[config.mk]
export PLATFORM = sky130hd
export DESIGN_NAME = gpia_port
export DESIGN_NICKNAME = d
export VERILOG_FILES = /design/src/rtl/gpia_pkg.sv /design/src/rtl/gpia_sync.sv /design/src/rtl/gpia_port.sv
export SDC_FILE = /design/constraint.sdc
export NUM_CORES = 1
export LEC_CHECK = 0
export ABC_AREA = 1
export ABC_CLOCK_PERIOD_IN_PS = 1300
export CORE_MARGIN = 2
export CORE_UTILIZATION = 45
export CTS_BUF_LIST = sky130_fd_sc_hd__clkbuf_2 sky130_fd_sc_hd__clkbuf_4 sky130_fd_sc_hd__clkbuf_8
export CTS_CLUSTER_SIZE = 24
export DETAILED_ROUTE_END_ITERATION = 10
export PLACE_DENSITY_LB_ADDON = 0.3
export SLEW_MARGIN = 0
export SYNTH_ARGS = -nofsm -noshare
export SYNTH_HDL_FRONTEND = slang
export SYNTH_SLANG_ARGS = --single-unit
[constraint.sdc]
create_clock -name clk_i -period 1.3 [get_ports clk_i]
set_input_delay 0.195 -clock clk_i [delete_from_list [all_inputs] [get_ports clk_i]]
set_output_delay 0.195 -clock clk_i [all_outputs]
set_load 0.02 [all_outputs]
[src/rtl/gpia_pkg.sv]
// Shared definitions for the GPIA port family: register addresses, output modes, mode helper.
// Latency: none, declarations and a combinational helper only.
// Backpressure: not applicable.
package gpia_pkg;

  // Register map, selected by adr_i
  localparam logic [2:0] ADR_OUT_WR  = 3'd0;
  localparam logic [2:0] ADR_OUT_SET = 3'd1;
  localparam logic [2:0] ADR_OUT_CLR = 3'd2;
  localparam logic [2:0] ADR_OUT_TGL = 3'd3;
  localparam logic [2:0] ADR_IN      = 3'd4;
  localparam logic [2:0] ADR_IEN     = 3'd5;
  localparam logic [2:0] ADR_PEND    = 3'd6;
  localparam logic [2:0] ADR_POL     = 3'd7;

  // Output access modes; same encoding as the single-bit GPIA cell
  typedef enum logic [1:0] {
    MODE_WR  = 2'd0,
    MODE_SET = 2'd1,
    MODE_CLR = 2'd2,
    MODE_TGL = 2'd3
  } mode_t;

  // Apply an access mode to the current register value q with data/mask d.
  // Works on 32 bits; narrower ports zero-extend in and truncate out.
  function automatic logic [31:0] apply_mode(input mode_t mode,
                                             input logic [31:0] q,
                                             input logic [31:0] d);
    case (mode)
      MODE_WR:  apply_mode = d;
      MODE_SET: apply_mode = q | d;
      MODE_CLR: apply_mode = q & ~d;
      MODE_TGL: apply_mode = q ^ d;
      default:  apply_mode = q;
    endcase
  endfunction

endpackage

[src/rtl/gpia_sync.sv]
// Pin input synchroniser: SYNC_STAGES flops deep, plus one more flop holding the previous value.
// Latency: sync is SYNC_STAGES cycles behind pin_i, prev one cycle behind sync.
// Backpressure: none, free-running every cycle.
module gpia_sync #(
  parameter int WIDTH       = 16,
  parameter int SYNC_STAGES = 2
) (
  input  logic             clk_i,
  input  logic             res_i,
  input  logic [WIDTH-1:0] pin_i,
  output logic [WIDTH-1:0] sync,
  output logic [WIDTH-1:0] prev
);

  logic [WIDTH-1:0] stage [SYNC_STAGES];

  // Shift the raw pins through the stage chain; the last stage feeds prev
  always_ff @(posedge clk_i or negedge res_i) begin
    if (!res_i) begin
      for (int i = 0; i < SYNC_STAGES; i++) stage[i] <= '0;
      prev <= '0;
    end else begin
      stage[0] <= pin_i;
      for (int i = 1; i < SYNC_STAGES; i++) stage[i] <= stage[i-1];
      prev <= stage[SYNC_STAGES-1];
    end
  end

  assign sync = stage[SYNC_STAGES-1];

endmodule

[src/rtl/gpia_port.sv]
// WIDTH-bit GPIO port: mode-addressed output register, synchronised inputs with edge pending, level irq.
// Latency: writes commit on the accepting edge, read data/ack one cycle later; pin->PEND SYNC_STAGES+1, pin->irq SYNC_STAGES+2.
// Backpressure: single-cycle ack; a held strobe is accepted at most every second cycle.
module gpia_port
  import gpia_pkg::*;
#(
  parameter int WIDTH       = 16,
  parameter int SYNC_STAGES = 2
) (
  input  logic             clk_i,
  input  logic             res_i,
  input  logic             stb_i,
  input  logic             we_i,
  input  logic [2:0]       adr_i,
  input  logic [WIDTH-1:0] dat_i,
  output logic [WIDTH-1:0] dat_o,
  output logic             ack_o,
  input  logic [WIDTH-1:0] pin_i,
  output logic [WIDTH-1:0] q_o,
  output logic             irq_o
);

  logic [WIDTH-1:0] q;
  logic [WIDTH-1:0] ien;
  logic [WIDTH-1:0] pol;
  logic [WIDTH-1:0] pend;
  logic [WIDTH-1:0] sync;
  logic [WIDTH-1:0] prev;
  logic [WIDTH-1:0] edge_det;
  logic [WIDTH-1:0] clr_mask;
  logic [WIDTH-1:0] rd_mux;
  logic [WIDTH-1:0] rdat;
  logic             ack;
  logic             irq;
  logic             accept;
  logic             wr;

  gpia_sync #(
    .WIDTH       (WIDTH),
    .SYNC_STAGES (SYNC_STAGES)
  ) u_sync (
    .clk_i (clk_i),
    .res_i (res_i),
    .pin_i (pin_i),
    .sync  (sync),
    .prev  (prev)
  );

  // The ack cycle itself never accepts, which spaces back-to-back accesses two cycles apart
  assign accept = stb_i & ~ack;
  assign wr     = accept & we_i;

  // Per-bit edge qualified by polarity; a POL change alone never looks like an edge
  // because only sync vs prev is compared
  always_comb begin
    edge_det = (pol & sync & ~prev) | (~pol & ~sync & prev);
    clr_mask = (wr && adr_i == ADR_PEND) ? dat_i : '0;
  end

  // Read data select; all four output-mode addresses read back q
  always_comb begin
    rd_mux = '0;
    case (adr_i)
      ADR_IN:   rd_mux = sync;
      ADR_IEN:  rd_mux = ien;
      ADR_PEND: rd_mux = pend;
      ADR_POL:  rd_mux = pol;
      default:  rd_mux = q;
    endcase
  end

  // Bus handshake: one-cycle ack, read data held only for the ack cycle
  always_ff @(posedge clk_i or negedge res_i) begin
    if (!res_i) begin
      ack  <= 1'b0;
      rdat <= '0;
    end else begin
      ack  <= accept;
      rdat <= (accept && !we_i) ? rd_mux : '0;
    end
  end

  // Output and configuration registers; writes to IN fall through and are ignored
  always_ff @(posedge clk_i or negedge res_i) begin
    if (!res_i) begin
      q   <= '0;
      ien <= '0;
      pol <= '0;
    end else if (wr) begin
      case (adr_i)
        ADR_OUT_WR, ADR_OUT_SET, ADR_OUT_CLR, ADR_OUT_TGL:
          q <= WIDTH'(apply_mode(mode_t'(adr_i[1:0]), 32'(q), 32'(dat_i)));
        ADR_IEN: ien <= dat_i;
        ADR_POL: pol <= dat_i;
        default: ;
      endcase
    end
  end

  // Pending bits: write-1-to-clear, with a same-cycle edge taking priority over the clear
  always_ff @(posedge clk_i or negedge res_i) begin
    if (!res_i) pend <= '0;
    else        pend <= (pend & ~clr_mask) | edge_det;
  end

  // Registered level interrupt from enabled pending bits
  always_ff @(posedge clk_i or negedge res_i) begin
    if (!res_i) irq <= 1'b0;
    else        irq <= |(pend & ien);
  end

  assign dat_o = rdat;
  assign ack_o = ack;
  assign q_o   = q;
  assign irq_o = irq;

endmodule

==> metrics.md, run 1 <==
| Metric | Value |
|---|---|
| Port Buf Inserts | `72` |
| Post-route ant nets | `0` |
| Layout cells sized above 1 | `0.217` |
| Design area | `0.00834 mm^2` |
| Global-route wire length before repair | `26.0 mm` |
| Count leader, synth | `nand2_1` |
| Synth warnings | `0` |
| Register area share after synthesis | `0.511` |
| Core Util, Final | `0.603` |
| Yosys cell types | `22` |
| CTS root buffer | `clkbuf_8` |
| Antenna Cells | `0` |
| DRC viols | `0` |
| Req. time, crit path | `1.63 ns` |
| Critical path peak fanout | `7` |
| Cell row count | `43` |
| DRT Pass-1 Iters | `6` |
| Starting Density | `0.460` |
| GR Overflow Total | `0` |
| Area occupied by registers | `0.00325 mm^2` |
| Drt wl/cell | `15.3 um` |
| EDFF count, synth | `0` |
| Clock latency on the worst-skew pair | `0.45 ns` |
| DP Area | `0.00768 mm^2` |
| Syn Nets | `855` |
| Maximum vdd drop | `0.602 mV` |
| DIE WIDTH | `123 um` |
| Final period util | `1.04` |
| Pwr per Cell Area | `1310 mW/mm^2` |
| Clk sinks | `130` |
| Pin count of the biggest net entering global routing | `41` |
| Crit end category | `flop` |
| Max stage delay cell, worst path | `dfrtp_2` |
| Vias in the first global route | `5,021` |
| FF-to-FF setup slack | `-0.05 ns` |
| Startpoint Class | `flop` |
| Fin crit period | `1.35 ns` |
| Critical path class | `reg -> reg` |
| Final Worst Setup Slack | `-0.0491 ns` |
| Critical-path cell list | `nand3b_1 > buf_6 > buf_8 > buf_4 > o21ai_1 > nand2_1` |
| Filler Cells Inserted | `1,206` |
| Area growth, synth to finish | `31.0%` |
| Fmax | `0.741 GHz` |
| Finished Layout Cells | `1,107` |
| Total Wirelength | `16.9 mm` |
| # IOs | `73` |
| Final-stage net count | `985` |
| Unrepaired setup endpoints after global routing | `true` |
| Rel. slew slack | `0.753` |
| Slew Limit Fails | `0` |
| Syn Inst Count | `784` |
| Failing checks | `setup timing` |
| Clock buffer depth | `2` |
| Via count | `5,680` |
| Most frequent cells after synthesis | `244 x nand2_1, 130 x dfrtp_1, 92 x nor2_1` |
| Type of the most critical hold path | `in -> reg` |
| Critical path data arrival time | `1.68 ns` |
| Die area | `0.0151 mm^2` |
| Core region area | `0.0138 mm^2` |
| Leak | `4.18 nW` |
| TritonCTS buffer count | `17` |
| Share of async-settable or async-resettable flops after synthesis | `1.00` |
| Clk slew on worst S/H paths | `0.07 ns` |
| Outcome | `finished with violations` |
| Final setup fails | `39` |
| Die height | `123 um` |
| Via-to-Cell Ratio | `5.13` |
| Max-cap viol count | `0` |
| RePlAce Congestion | `0.884` |
| Actual slew at the worst max-slew pin | `0.371 ns` |
| Initial DRC count | `466` |
| Initial antenna violation count | `0` |
| Final Hold Vio Count | `0` |
| Placed instance count | `1,062` |
| Ys flop type | `dfrtp_1` |
| Cell taking the most area after synthesis | `dfrtp_1` |
| All-Layer GR Usage | `0.226` |
| Share of Yosys cell area claimed by the top area cell type | `0.511` |
| CTS tree | `built` |
| Multi-input gate area in the final layout | `0.00279 mm^2` |
| #FFs+latches synth | `130` |
| Slowest Stage Delay on Critical Path | `0.41 ns` |
| Clock Skew | `0.0122 ns` |
| Final HPWL from detailed placement | `11.4 mm` |
| Synth area leaders | `dfrtp_1 51%, nand2_1 14%, ha_1 6.3%` |
| Max H-tree Level | `4` |
| Post-Syn Area per Cell | `8.12 um^2` |
| Cell Area, Synth | `0.00636 mm^2` |
-- state kept, by name, summed over array words and instances (netlist names) --
register,count
ack_o,1
u_sync.sync,16
u_sync.stage,16
pol,16
dat_o,16
u_sync.prev,16
ien,16
pend,16
q_o,16
irq_o,1
-- power by group --
group	switching [mW]	total (mW)	internal [mW]	leakage, nW
Sequential	0.391	4.92	4.53	1.54
Clock	1.59	3.56	1.97	0.215
Combinational	1.41	2.45	1.04	2.43
-- worst max-delay path: cells and delay by family (launching register included) --
family | cells | cell delay, ns
flip-flops | 1 | 0.41
AND/OR/NAND/NOR | 2 | 0.26
AO/OA/AOI/OAI | 1 | 0.14
buffers and inverters | 3 | 0.43
-- cells by family (layout without fill, tap and decap cells) --
group | Yosys count | in the layout | share of synthesized area
and+or+nand+nor | 445 | 445 | 0.297
DFF | 130 | 130 | 0.511
buffers and inverters | 109 | 252 | 0.0728
adders and majority gates | 32 | 32 | 0.0629
AOI/OAI and AO/OA | 68 | 68 | 0.0564
-- per-stage QoR --
| stage | setup slack, ns | power [mW] | hold WS [ns] | TNS [ns] |
|---|---|---|---|---|
| final | -0.0491 | 10.9 | 0.181 | -0.786 |
| after global routing | -0.117 | 11.5 | 0.159 | -4.32 |
| after CTS | -0.0535 | 10.9 | 0.154 | -0.973 |
| after detailed placement | -0.319 | 7.39 | 0.128 | -21.56 |
| after global placement | -0.300 | 7.31 | 0.128 | -20.87 |
| after floorplan | -0.0358 | 6.20 | -0.101 | -0.358 |
-- cell usage in the layout (no fill, tap or decap), types with 19 or more instances in the layout --
cell type	Yosys	layout
ha_1	32	32
dfrtp_1	130	129
clkdlybuf4s50_1	0	35
nand2_2	0	19
nand4_1	36	36
o21ai_0	46	29
nand3_1	62	61
inv_1	64	64
buf_2	16	26
nand2_1	244	221
clkbuf_8	0	22
buf_4	7	59
nor2_1	92	82
-- layout make-up --
type / count / share of cell area
sequential: 130 / 0.390
multi-input combinational: 545 / 0.335
timing repair buffer: 151 / 0.167
clock buffer: 23 / 0.0372
inverter: 69 / 0.0311
tap: 180 / 0.0270
clock inverter: 9 / 0.0122
-- per-layer routing --
metal  part of all wire  up-vias  GRT usage
met5                  0        -          0
met3              0.074       34     0.0429
met1               0.46     2653      0.342
met4              0.026        0     0.0999
li1                   -     2775          -
met2               0.44      218      0.313
-- worst paths after layout --
check | start | to | depth (start not counted)
max | ack_o | ien[9] | 6
min | pin_i[5] | u_sync.stage[21] | 1
max in group asynchronous | res_i | dat_o[14] | 3
min reg2reg | u_sync.stage[29] | u_sync.sync[13] | 0
min in group asynchronous | res_i | u_sync.prev[0] | 2
max reg2reg | ack_o | ien[9] | 6
-- what timing repair did --
action / 4_1_cts / 5_1_grt
resized for setup: 142 / 60
setup endpoints to repair: 69 / 74
hold buffers: 1 / 0
setup buffers: 6 / 0
gates cloned: 1 / 5
hold endpoints to repair: 130 / 0
pin swaps: 2 / 7
(Power assumes the default switching activity.)
==> run 2: changes to the inputs <==
--- a/config.mk
+++ b/config.mk
@@ -7,6 +7,7 @@
 export LEC_CHECK = 0
 export ABC_AREA = 1
 export ABC_CLOCK_PERIOD_IN_PS = 1300
+export CAP_MARGIN = 20
 export CORE_MARGIN = 2
 export CORE_UTILIZATION = 45
 export CTS_BUF_LIST = sky130_fd_sc_hd__clkbuf_2 sky130_fd_sc_hd__clkbuf_4 sky130_fd_sc_hd__clkbuf_8
==> results of run 2 <==
No change in the layout: final DEF, timing and power equal those of run 1.
==> run 3: changes to the inputs <==
--- a/config.mk
+++ b/config.mk
@@ -8,11 +8,13 @@
 export ABC_AREA = 1
 export ABC_CLOCK_PERIOD_IN_PS = 1300
 export CAP_MARGIN = 20
+export CORE_ASPECT_RATIO = 1.75
 export CORE_MARGIN = 2
-export CORE_UTILIZATION = 45
+export CORE_UTILIZATION = 54
 export CTS_BUF_LIST = sky130_fd_sc_hd__clkbuf_2 sky130_fd_sc_hd__clkbuf_4 sky130_fd_sc_hd__clkbuf_8
 export CTS_CLUSTER_SIZE = 24
 export DETAILED_ROUTE_END_ITERATION = 10
+export DONT_BUFFER_PORTS = 1
 export PLACE_DENSITY_LB_ADDON = 0.3
 export SLEW_MARGIN = 0
 export SYNTH_ARGS = -nofsm -noshare
==> metrics.md, run 3 (synthesized netlist as in run 1, its figures left out) <==
| Metric | Value |
|---|---|
| DP Area | `0.00662 mm^2 (-14%)` |
| Starting Density | `0.552 (+0.0923)` |
| Final Worst Setup Slack | `-0.00157 ns (+0.0475 ns)` |
| All-Layer GR Usage | `0.268 (+0.0423)` |
| Final HPWL from detailed placement | `10.4 mm (-9.2%)` |
| DRC viols | `0 (unchanged)` |
| Outcome | `finished with violations` |
| Actual slew at the worst max-slew pin | `0.708 ns (+0.338 ns)` |
| Rel. slew slack | `0.526 (-0.227)` |
| # IOs | `73 (unchanged)` |
| Critical path peak fanout | `32 (+25)` |
| DRT Pass-1 Iters | `8 (+2)` |
| Global-route wire length before repair | `26.9 mm (+3.5%)` |
| TritonCTS buffer count | `17 (unchanged)` |
| Port Buf Inserts | `0 (-100%)` |
| Antenna Cells | `0 (unchanged)` |
| Initial DRC count | `521 (+12%)` |
| Final setup fails | `1 (-97%)` |
| DIE WIDTH | `86.1 um (-30%)` |
| Fmax | `0.768 GHz (+3.7%)` |
| Design area | `0.00744 mm^2 (-11%)` |
| Worst hold slack | `-0.558 ns (-0.739 ns)` |
| Clock buffer depth | `2 (unchanged)` |
| Clock Skew | `0.0100 ns (-0.00218 ns)` |
| Via-to-Cell Ratio | `5.76 (+12%)` |
| CP startpoint | `ack_o` |
| CTS tree | `built` |
| Crit end category | `flop` |
| Critical path data arrival time | `1.68 ns (about the same)` |
| Clk slew on worst S/H paths | `0.08 ns (about the same)` |
| Die area | `0.0127 mm^2 (-16%)` |
| Final Hold Vio Count | `132 (+132)` |
| Startpoint Class | `flop` |
| Die height | `148 um (+20%)` |
| Initial antenna violation count | `0 (unchanged)` |
| Leak | `3.68 nW (-12%)` |
| Final-stage net count | `906 (-8.0%)` |
| Drt wl/cell | `16.9 um (+10%)` |
| Total Wirelength | `16.6 mm (-1.9%)` |
| Req. time, crit path | `1.68 ns (+0.05 ns)` |
| Core region area | `0.0115 mm^2 (-17%)` |
| Via count | `5,658 (-0.39%)` |
| Total power draw | `10.1 mW (-7.4%)` |
| Unrepaired setup endpoints after global routing | `true` |
| Vias in the first global route | `5,593 (+11%)` |
| Max-cap viol count | `0 (unchanged)` |
| Final period util | `1.00 (-0.0366)` |
| RR Startpoint | `ack_o` |
| Pwr per Cell Area | `1360 mW/mm^2 (+3.7%)` |
| Pin count of the biggest net entering global routing | `131 (+220%)` |
| Type of the most critical hold path | `in -> async` |
| Post-route ant nets | `0 (unchanged)` |
| Max H-tree Level | `4 (unchanged)` |
| Cell row count | `52 (+21%)` |
| Failing checks | `hold timing, setup timing` |
| GR Overflow Total | `0 (unchanged)` |
| Area growth, synth to finish | `16.9%` |
| Fin crit period | `1.30 ns (-0.0475 ns)` |
| Clock latency on the worst-skew pair | `0.43 ns (-0.02 ns)` |
| Layout cells sized above 1 | `0.111 (-0.106)` |
| Commonest cells after routing, fill and taps aside | `244 x nand2_1, 127 x dfrtp_1, 84 x nor2_1` |
| RePlAce Congestion | `0.886 (+0.18%)` |
| CTS root buffer | `clkbuf_8` |
| Most common cell after layout, fill and taps aside | `nand2_1` |
| Critical path class | `reg -> reg` |
| Slew Limit Fails | `0 (unchanged)` |
| Maximum vdd drop | `0.934 mV (+55%)` |
| Clk sinks | `130 (unchanged)` |
run 3: changes by cell type in the layout (fill, tap and decap cells not counted), moves of 5 or more:
cell | previous run | this run
clkdlybuf4s50_1 | 35 | 0
dlygate4sd3_1 | 1 | 36
buf_4 | 59 | 29
buf_2 | 26 | 0
nand2_1 | 221 | 244
nand2_2 | 19 | 0
clkdlybuf4s15_2 | 9 | 0
o21ai_1 | 18 | 25
buf_12 | 7 | 2
buf_6 | 9 | 4
o21ai_2 | 6 | 1
run 3: layer usage:
layer	up-vias	track usage	wire, um
met5	-	0	0
met4	0	0.130	633
met3	55	0.0486	997
met2	273	0.444	8580
met1	2712	0.335	6400
li1	2618	-	-
run 3: cell type report:
type                    instances  area [um^2]
clock buffers                  18          248
clock inverters                14          130
fillers                       973         4080
inverters                      69          259
multi-input cells             545         2700
flip-flops and latches        130         3260
well taps                     135          169
repair buffers                 72          678
run 3: through the flow:
stage | setup TNS [ns] | worst slack (ns) | utilization | instances
after floorplan | -0.358 | -0.0358 | - | 784
after global placement | 0 | 0.0234 | 0.575 | 914
after detailed placement | -0.164 | -0.0369 | 0.575 | 914
after CTS | -0.00575 | -0.00294 | 0.639 | 981
after global routing | -1.59 | -0.0732 | 0.646 | 983
final | -0.00157 | -0.00157 | 0.646 | 983
run 3: power by group:
group,leakage (nW),total (mW),switching [mW],internal [mW]
Sequential,1.53,4.98,0.450,4.53
Clock,0.190,3.26,1.67,1.58
Combinational,1.96,1.88,1.09,0.786
Total,3.68,10.1,3.22,6.90
run 3: worst paths after layout:
check / to / slack [ns] / cells past startpoint
max: q_o[7] / -0.002 / 7
min: dat_o[14] / -0.56 / 0
max reg2reg: q_o[7] / -0.002 / 7
min reg2reg: u_sync.sync[0] / 0.35 / 0
max in group asynchronous: ack_o / 1.69 / 0
min in group clk_i: dat_o[15] / -0.01 / 3
run 3: repair_timing:
item	4_1_cts	5_1_grt
hold endpoints to repair	219	144
resized for setup	6	37
endpoints found under the setup margin	26	64
hold buffers	35	1
cloned	0	1
pin swaps	1	1
setup buffers	0	0
run 3: worst max-delay path: stages, from the launching register on:
cell and delay [ns]:
dfrtp_2 0.40, buf_4 0.17, nor2_4 0.12, nand3_2 0.10, buf_12 0.18, nor2_1 0.12
nand2_1 0.08, nand2_1 0.06
